<file path="src/rtl/cmp_pkg.sv">
// Shared definitions for the windowed min/max block: FSM state encoding,
// default sizing constants and a counter-width helper.
package cmp_pkg;

  // Window collection phase vs. result presentation phase.
  typedef enum logic {
    FILL = 1'b0,
    OUT  = 1'b1
  } state_t;

  localparam int DEF_WIDTH = 4;
  localparam int DEF_WIN   = 8;

  // Bits needed to count 0..n-1, never less than one bit.
  function automatic int cnt_width(input int n);
    return (n > 2) ? $clog2(n) : 1;
  endfunction

endpackage

</file>
<file path="src/rtl/mag_cmp.sv">
// Unsigned magnitude comparator: reports a > b, a == b and a < b at full width.
module mag_cmp #(
  parameter int WIDTH = 4
) (
  input  logic [WIDTH-1:0] a,
  input  logic [WIDTH-1:0] b,
  output logic             gt,
  output logic             eq,
  output logic             lt
);

  // Pure combinational compare; both operands are unsigned.
  always_comb begin
    gt = (a > b);
    eq = (a == b);
    lt = (a < b);
  end

endmodule

</file>
<file path="src/rtl/window_minmax.sv">
// Windowed min/max tracker. Collects WIN accepted samples, then presents the
// smallest and largest of them until the consumer takes the result.
// Optional feature: define WINDOW_MINMAX_EQ_CNT_EN to add the eq_cnt output,
// which counts non-first samples equal to the running maximum.
module window_minmax
  import cmp_pkg::*;
#(
  parameter int WIDTH = DEF_WIDTH,
  parameter int WIN   = DEF_WIN
) (
  input  logic                       clk,
  input  logic                       rst,
  input  logic                       in_valid,
  input  logic [WIDTH-1:0]           in_data,
  output logic                       in_ready,
  output logic                       out_valid,
  input  logic                       out_ready,
  output logic [WIDTH-1:0]           out_min,
  output logic [WIDTH-1:0]           out_max
`ifdef WINDOW_MINMAX_EQ_CNT_EN
  ,
  output logic [$clog2(WIN+1)-1:0]   eq_cnt
`endif
);

  localparam int              CNT_W = cnt_width(WIN);
  localparam logic [CNT_W-1:0] LAST = CNT_W'(WIN - 1);

  state_t           state_reg, state_next;
  logic [CNT_W-1:0] cnt_reg, cnt_next;
  logic [WIDTH-1:0] min_reg, min_next;
  logic [WIDTH-1:0] max_reg, max_next;
  logic             accept;
  logic             first;

  logic max_gt, max_eq, max_lt;
  logic min_gt, min_eq, min_lt;

  // Sample against the running maximum.
  mag_cmp #(.WIDTH(WIDTH)) u_cmp_max (
    .a  (in_data),
    .b  (max_reg),
    .gt (max_gt),
    .eq (max_eq),
    .lt (max_lt)
  );

  // Sample against the running minimum.
  mag_cmp #(.WIDTH(WIDTH)) u_cmp_min (
    .a  (in_data),
    .b  (min_reg),
    .gt (min_gt),
    .eq (min_eq),
    .lt (min_lt)
  );

  assign first = (cnt_reg == '0);

  // Next-state, handshake outputs and running min/max update.
  always_comb begin
    state_next = state_reg;
    cnt_next   = cnt_reg;
    min_next   = min_reg;
    max_next   = max_reg;
    in_ready   = 1'b0;
    out_valid  = 1'b0;
    accept     = 1'b0;
    case (state_reg)
      FILL: begin
        // Reset masks the handshake outputs regardless of state.
        in_ready = !rst;
        accept   = in_valid && !rst;
        if (accept) begin
          if (first) begin
            min_next = in_data;
            max_next = in_data;
          end else begin
            // Ties leave the extremes untouched.
            if (max_gt) max_next = in_data;
            if (min_lt) min_next = in_data;
          end
          if (cnt_reg == LAST) begin
            cnt_next   = '0;
            state_next = OUT;
          end else begin
            cnt_next = cnt_reg + 1'b1;
          end
        end
      end
      OUT: begin
        out_valid = !rst;
        if (out_ready && !rst) state_next = FILL;
      end
      default: state_next = FILL;
    endcase
  end

  // State and datapath registers; reset drops any partial or pending window.
  always_ff @(posedge clk) begin
    if (rst) begin
      state_reg <= FILL;
      cnt_reg   <= '0;
      min_reg   <= '0;
      max_reg   <= '0;
    end else begin
      state_reg <= state_next;
      cnt_reg   <= cnt_next;
      min_reg   <= min_next;
      max_reg   <= max_next;
    end
  end

  assign out_min = min_reg;
  assign out_max = max_reg;

`ifdef WINDOW_MINMAX_EQ_CNT_EN
  localparam int EQ_W = $clog2(WIN + 1);

  logic [EQ_W-1:0] eq_reg, eq_next;

  // Count later samples that tie the maximum as it stood before this sample.
  always_comb begin
    eq_next = eq_reg;
    if (accept) begin
      if (first) eq_next = '0;
      else if (max_eq) eq_next = eq_reg + 1'b1;
    end
  end

  // Tie counter register; held with the result until the next window starts.
  always_ff @(posedge clk) begin
    if (rst) eq_reg <= '0;
    else     eq_reg <= eq_next;
  end

  assign eq_cnt = eq_reg;

  logic cmp_unused;
  assign cmp_unused = ^{max_lt, min_gt, min_eq};
`else
  logic cmp_unused;
  assign cmp_unused = ^{max_eq, max_lt, min_gt, min_eq};
`endif

endmodule

</file>
<file path="config.mk">
export PLATFORM = sky130hd
export DESIGN_NAME = window_minmax
export DESIGN_NICKNAME = d
export VERILOG_FILES = /design/src/rtl/cmp_pkg.sv /design/src/rtl/mag_cmp.sv /design/src/rtl/window_minmax.sv
export SDC_FILE = /design/constraint.sdc
export NUM_CORES = 1
export LEC_CHECK = 0
export CAP_MARGIN = 5
export CORE_MARGIN = 3
export CORE_UTILIZATION = 39
export DETAILED_ROUTE_END_ITERATION = 8
export PLACE_DENSITY = 0.75
export SETUP_SLACK_MARGIN = 0.1
export SLEW_MARGIN = 20
export SYNTH_ARGS = -nofsm -noshare
export SYNTH_HDL_FRONTEND = slang
export SYNTH_HIERARCHICAL = 1
export SYNTH_SLANG_ARGS = --single-unit
</file>
<file path="constraint.sdc">
create_clock -name clk -period 1.8 [get_ports clk]
set_input_delay 0.27 -clock clk [delete_from_list [all_inputs] [get_ports clk]]
set_output_delay 0.27 -clock clk [all_outputs]
set_load 0.05 [all_outputs]
</file>
==> results by group, run 1 <==
Critical path
  – Arr. time, crit path: 1.82 ns
  – Critical path class: flop to flop
  – Crit-path slowest cell: dfxtp_2
  – Buf/Inv on CP: 1
  – Critical path required time: 2.00 ns
  – Crit Path Max Fanout: 4
  – Crit-path cells: inv_1 > ha_1 > nand2_1 > o21bai_4 > and2_1 > o21ai_4 > mux2i_1
  – Delay-heaviest family, CP: compound AO/OA/AOI/OAI gates
  – CP Launch Type: flop
  – CP Depth: 7
  – Crit path capture type: flop
  – R2R cell count: 7
  – Crit path largest cell delay: 0.34 ns

Die
  – Core Area: 1820 sq um
  – Row Count: 15
  – Die Wd: 50.9 um
  – Die area: 2590 sq um
  – Die Span Y: 50.9 um
  – Initial core utilization: 43.2%
  – Num ports: 18

Cells and area
  – Final core occ: 60.5%
  – Share of layout cells above drive strength 1: 23.8%
  – Ant diodes: 0
  – Final #Nets: 126
  – Most frequent cells in the layout: 14 x inv_1, 11 x mux2i_1, 10 x ha_1, 10 x dlymetal6s2s_1, 8 x nand2b_1
  – Commonest non-fill, non-tap cell in the layout: inv_1
  – Synth-to-layout area growth: 40.3%

Timing
  – Max Clock Skew: 0.00700 ns
  – Setup violations, final: 0
  – Unrepaired setup endpoints after global routing: no
  – Tmin final: 1.62 ns
  – Slew @ Worst Pin: 0.502 ns
  – Final Hold Viols: 0
  – Final setup margin: 0.182 ns
  – Max Transition Viols Final: 0
  – Max_slew headroom: 66.5%
  – Fmax: 618 MHz
  – Final Cycle Share: 89.9%

Pwr
  – Pwr Density: 680 nW/um^2
  – Peak supply drop: 0.000404 V
  – P_leak: 0.641 nW

Drt
  – Routed len/inst: 11.4 um
  – Final ANT Viol Nets: 0
  – # DRC: 0
  – DRT iter0 DRCs: 4
  – Via count: 597
  – Pre-antenna DRT Iters: 4
  – Vias/cell: 4.59
  – Routed WL: 1480 um

Run
  – Max-cap viol count: 0

Yosys
  – Synth Instances: 83
  – Syn Nets: 102
  – Ys Warns: 6
  – Synthesized area: 786 sq um
  – Syn_area_per_cell: 9.47 sq um

Clock network
  – Clk sink count: 12
  – Worst-path clk slew: 0.08 ns
  – Root buffer cell: clkbuf_4
  – Clock latency on the worst-skew pair: 0.28 ns
  – Cts bufs inserted: 3
  – Clock Path Buffers: 2
  – H-tree depth: 1
  – Clock tree from TritonCTS: done

Min path
  – Worst hold path type: input port to flop
  – Hold path cells: 3

Global routing
  – Pin count of the biggest net entering global routing: 12
  – Total GRT Usage: 13.9%
  – First-pass GRT wire length: 2640 um
  – Initial antenna violation count: 0
  – GRT Residual Overflow: 0
  – Number of global-route vias before repair: 643

Placed design
  – # port buffers: 17
  – Worst setup slack after placement: -0.263 ns
  – Dpl hpwl: 1180 um
  – Placer Congestion: 0.716

Outcome
  – Status: finished, final reports clean
through the flow:
stage | cells | hold WS (ns) | power [W] | TNS (ns) | instance area (sq um)
2_1_floorplan | 83 | 0.415 | 0.000496 | 0 | 793
3_3_place_gp | 127 | 0.467 | 0.000578 | -1.13 | 1030
3_5_place_dp | 127 | 0.479 | 0.000584 | -1.58 | 1030
4_1_cts | 130 | 0.491 | 0.000758 | 0 | 1060
5_1_grt | 130 | 0.349 | 0.000796 | 0 | 1100
6_report | 130 | 0.312 | 0.000750 | 0 | 1100
worst register-to-register path: stages (launching register included):
cell      delay (ns)
dfxtp_2         0.34
inv_1           0.04
ha_1            0.31
nand2_1         0.08
o21bai_4        0.16
and2_1          0.16
o21ai_4         0.24
mux2i_1         0.23
layer usage:
metal  up-vias  GRT usage, %  routed length [um]
li1        310             -                   -
met1       265          16.2                 672
met2        20          22.4                 689
met3         2          5.83                 100
met4         0          5.38                  17
met5         -             0                   0
where the power goes:
group / switching [W] / leakage (nW) / total (W) / internal [W]
sequential: 0.0000154 / 0.101 / 0.000305 / 0.000289
clock: 0.0000901 / 0.0138 / 0.000168 / 0.0000775
combinational: 0.000154 / 0.526 / 0.000277 / 0.000123
total: 0.000260 / 0.641 / 0.000750 / 0.000490
timing repair:
item | 4_1_cts | 5_1_grt
setup endpoints to repair | 6 | 14
pin swaps | 2 | 3
hold buffers | 0 | 0
buffers inserted | 0 | 0
hold endpoints to repair | 0 | 0
gates resized for setup | 3 | 12
path summary, 6_finish.rpt:
path	start	end	slack, ns
hold / removal	in_data[1]	out_max[1]$_SDFFE_PP0P_	0.31
hold reg to reg	out_max[1]$_SDFFE_PP0P_	out_max[1]$_SDFFE_PP0P_	0.48
setup reg to reg	out_min[3]$_SDFFE_PP0P_	out_min[2]$_SDFFE_PP0P_	0.18
setup / recovery	out_min[3]$_SDFFE_PP0P_	out_min[2]$_SDFFE_PP0P_	0.18
area by class of cell:
cell class	instances	area [sq um]
fill	162	718
multi-input combinational	56	513
sequential	12	248
timing repair buffer	20	235
inverter	14	52.6
tap	25	31.3
clock buffer	3	22.5
(Power assumes the default switching activity.)
==> inputs of run 2 (changes only) <==
CORE_UTILIZATION = 45   (was 39)
PLACE_DENSITY = 0.84   (was 0.75)
==> run 2 against run 1 <==
Setup slack worse by 0.0094 ns. Clock power is 35% higher. Routed wire length is 16% higher. First-iteration DRC count grew to 2.8 times the previous value. Via count is 4.7% higher. Critical endpoint is now out_min[3]$_SDFFE_PP0P_.
==> results by group, run 2 (same netlist as run 1, synthesis figures left out) <==
Timing
  – Setup violations, final: 0 (unchanged)
  – Slew @ Worst Pin: 0.506 ns (+0.00365 ns)
  – Unrepaired setup endpoints after global routing: no
  – Max Clock Skew: 0.00226 ns (-0.00474 ns)
  – Max_slew headroom: 66.4% (about the same)
  – Fmax: 614 MHz (-0.58%)
  – Tmin final: 1.63 ns (+0.00938 ns)
  – Final Cycle Share: 90.4% (+0.52 points)
  – Setup TNS: 0 ns (unchanged)
  – Max Transition Viols Final: 0 (unchanged)
  – Final Hold Viols: 0 (unchanged)

Critical path
  – Crit path largest cell delay: 0.36 ns (+0.02 ns)
  – CP Launch Type: flop
  – Crit-path cells: inv_1 > ha_4 > nand2_1 > o21bai_4 > and2_1 > o21ai_4 > mux2i_2
  – Crit path capture type: flop
  – Buf/Inv on CP: 1 (unchanged)
  – Arr. time, crit path: 1.82 ns (about the same)
  – Delay-heaviest family, CP: compound AO/OA/AOI/OAI gates
  – Critical path class: flop to flop
  – Crit-path slowest cell: dfxtp_2
  – Critical path required time: 1.99 ns (about the same)
  – Crit Path Max Fanout: 4 (unchanged)
  – Worst R2R Setup Slack: 0.17 ns (about the same)

Clock network
  – Clk sink count: 12 (unchanged)
  – Clock Path Buffers: 2 (unchanged)
  – Clock latency on the worst-skew pair: 0.28 ns (about the same)
  – Cts bufs inserted: 3 (unchanged)
  – H-tree depth: 1 (unchanged)
  – Hold-fix buffers, CTS: 0 (unchanged)
  – Root buffer cell: clkbuf_4
  – Post-CTS Setup Bufs: 0 (unchanged)
  – Clock tree from TritonCTS: done
  – Worst-path clk slew: 0.09 ns (about the same)

Cells and area
  – Most frequent cells in the layout: 14 x inv_1, 10 x mux2i_1, 9 x ha_1, 8 x nand2b_1
  – Final #Nets: 126 (unchanged)
  – Synth-to-layout area growth: 40.1%
  – Share of layout cells above drive strength 1: 27.4% (+3.5 points)
  – Finished Layout Cells: 122 (-6.2%)
  – Commonest non-fill, non-tap cell in the layout: inv_1
  – Ant diodes: 0 (unchanged)

Min path
  – Worst hold path type: input port to flop

Drt
  – Pre-antenna DRT Iters: 3 (-1)
  – Routed len/inst: 14.1 um (+24%)
  – Final ANT Viol Nets: 0 (unchanged)
  – DRT iter0 DRCs: 11 (+7)
  – # DRC: 0 (unchanged)
  – Routed WL: 1720 um (+16%)
  – Via count: 625 (+4.7%)
  – Vias/cell: 5.12 (+12%)

Die
  – Num ports: 18 (unchanged)
  – Die Wd: 47.8 um (-6.1%)
  – Initial core utilization: 49.8% (+6.7 points)
  – Die Span Y: 47.8 um (-6.1%)
  – Row Count: 14 (-1)
  – Die area: 2280 sq um (-12%)
  – Core Area: 1580 sq um (-13%)

Global routing
  – Number of global-route vias before repair: 595 (-7.5%)
  – Total GRT Usage: 17.1% (+3.2 points)
  – GRT Residual Overflow: 0 (unchanged)
  – Pin count of the biggest net entering global routing: 12 (unchanged)
  – First-pass GRT wire length: 2680 um (+1.9%)
  – Initial antenna violation count: 0 (unchanged)

Run
  – Max-cap viol count: 0 (unchanged)

Outcome
  – Status: finished, final reports clean

Pwr
  – Pwr Density: 741 nW/um^2 (+8.9%)
  – P_leak: 0.573 nW (-11%)
  – Peak supply drop: 0.000437 V (+8.1%)

Placed design
  – Placer Congestion: 0.789 (+10%)
  – Inst Count DP: 118 (-7.1%)
  – Dpl hpwl: 1330 um (+12%)
  – # port buffers: 17 (unchanged)
run 2: cell count changes in the layout (fill, tap and decap cells not counted), sizes merged:
cell,delta
buf,+1
dlygate4sd2,+5
dlymetal6s2s,-6
clkbuf,+1
run 2: through the flow:
step | util, % | total power (W) | hold WS, ns | cell area (sq um) | setup slack [ns]
finish | 69.8 | 0.000815 | 0.319 | 1100 | 0.172
global route | 69.8 | 0.000854 | 0.349 | 1100 | 0.103
CTS | 66.9 | 0.000804 | 0.492 | 1050 | 0.0740
detailed placement | 64.7 | 0.000587 | 0.481 | 1020 | -0.258
global placement | 64.7 | 0.000577 | 0.471 | 1020 | -0.127
floorplan | - | 0.000496 | 0.415 | 793 | 0.120
run 2: timing repair:
action / in CTS / in global routing
setup endpoints to repair: 10 / 8
hold endpoints to repair: 0 / 0
pin swaps: 0 / 5
resized for setup: 8 / 9
run 2: power by group:
part	total [W]	internal [W]	leakage (nW)	switching (W)
logic	0.000282	0.000122	0.452	0.000161
registers	0.000307	0.000289	0.101	0.0000172
clock network	0.000226	0.000123	0.0210	0.000103
run 2: per-layer routing:
layer | global-route usage [%] | wire (um)
met1 | 20.9 | 747
met2 | 28.5 | 891
met3 | 3.76 | 49
met4 | 7.53 | 35
met5 | 0 | 0
run 2: layout make-up:
| cell class | instances | area (sq um) |
|---|---|---|
| sequential | 12 | 248 |
| fill | 116 | 475 |
| timing repair buffer | 20 | 215 |
| inverter | 14 | 52.6 |
| tap | 16 | 20.0 |
| multi-input combinational | 56 | 529 |
| clock buffer | 4 | 36.3 |
run 2: worst reg2reg max path: stages, from the launching register on:
cell	delay (ns)
dfxtp_2	0.36
inv_1	0.08
ha_4	0.27
nand2_1	0.05
o21bai_4	0.15
and2_1	0.15
o21ai_4	0.22
mux2i_2	0.26
run 2: final timing paths:
| kind | from | to | cells past startpoint |
|---|---|---|---|
| min | in_data[2] | out_min[2]$_SDFFE_PP0P_ | 3 |
| min reg2reg | out_max[2]$_SDFFE_PP0P_ | out_max[2]$_SDFFE_PP0P_ | 2 |
| max | out_min[3]$_SDFFE_PP0P_ | out_min[3]$_SDFFE_PP0P_ | 7 |
| max reg2reg | out_min[3]$_SDFFE_PP0P_ | out_min[3]$_SDFFE_PP0P_ | 7 |
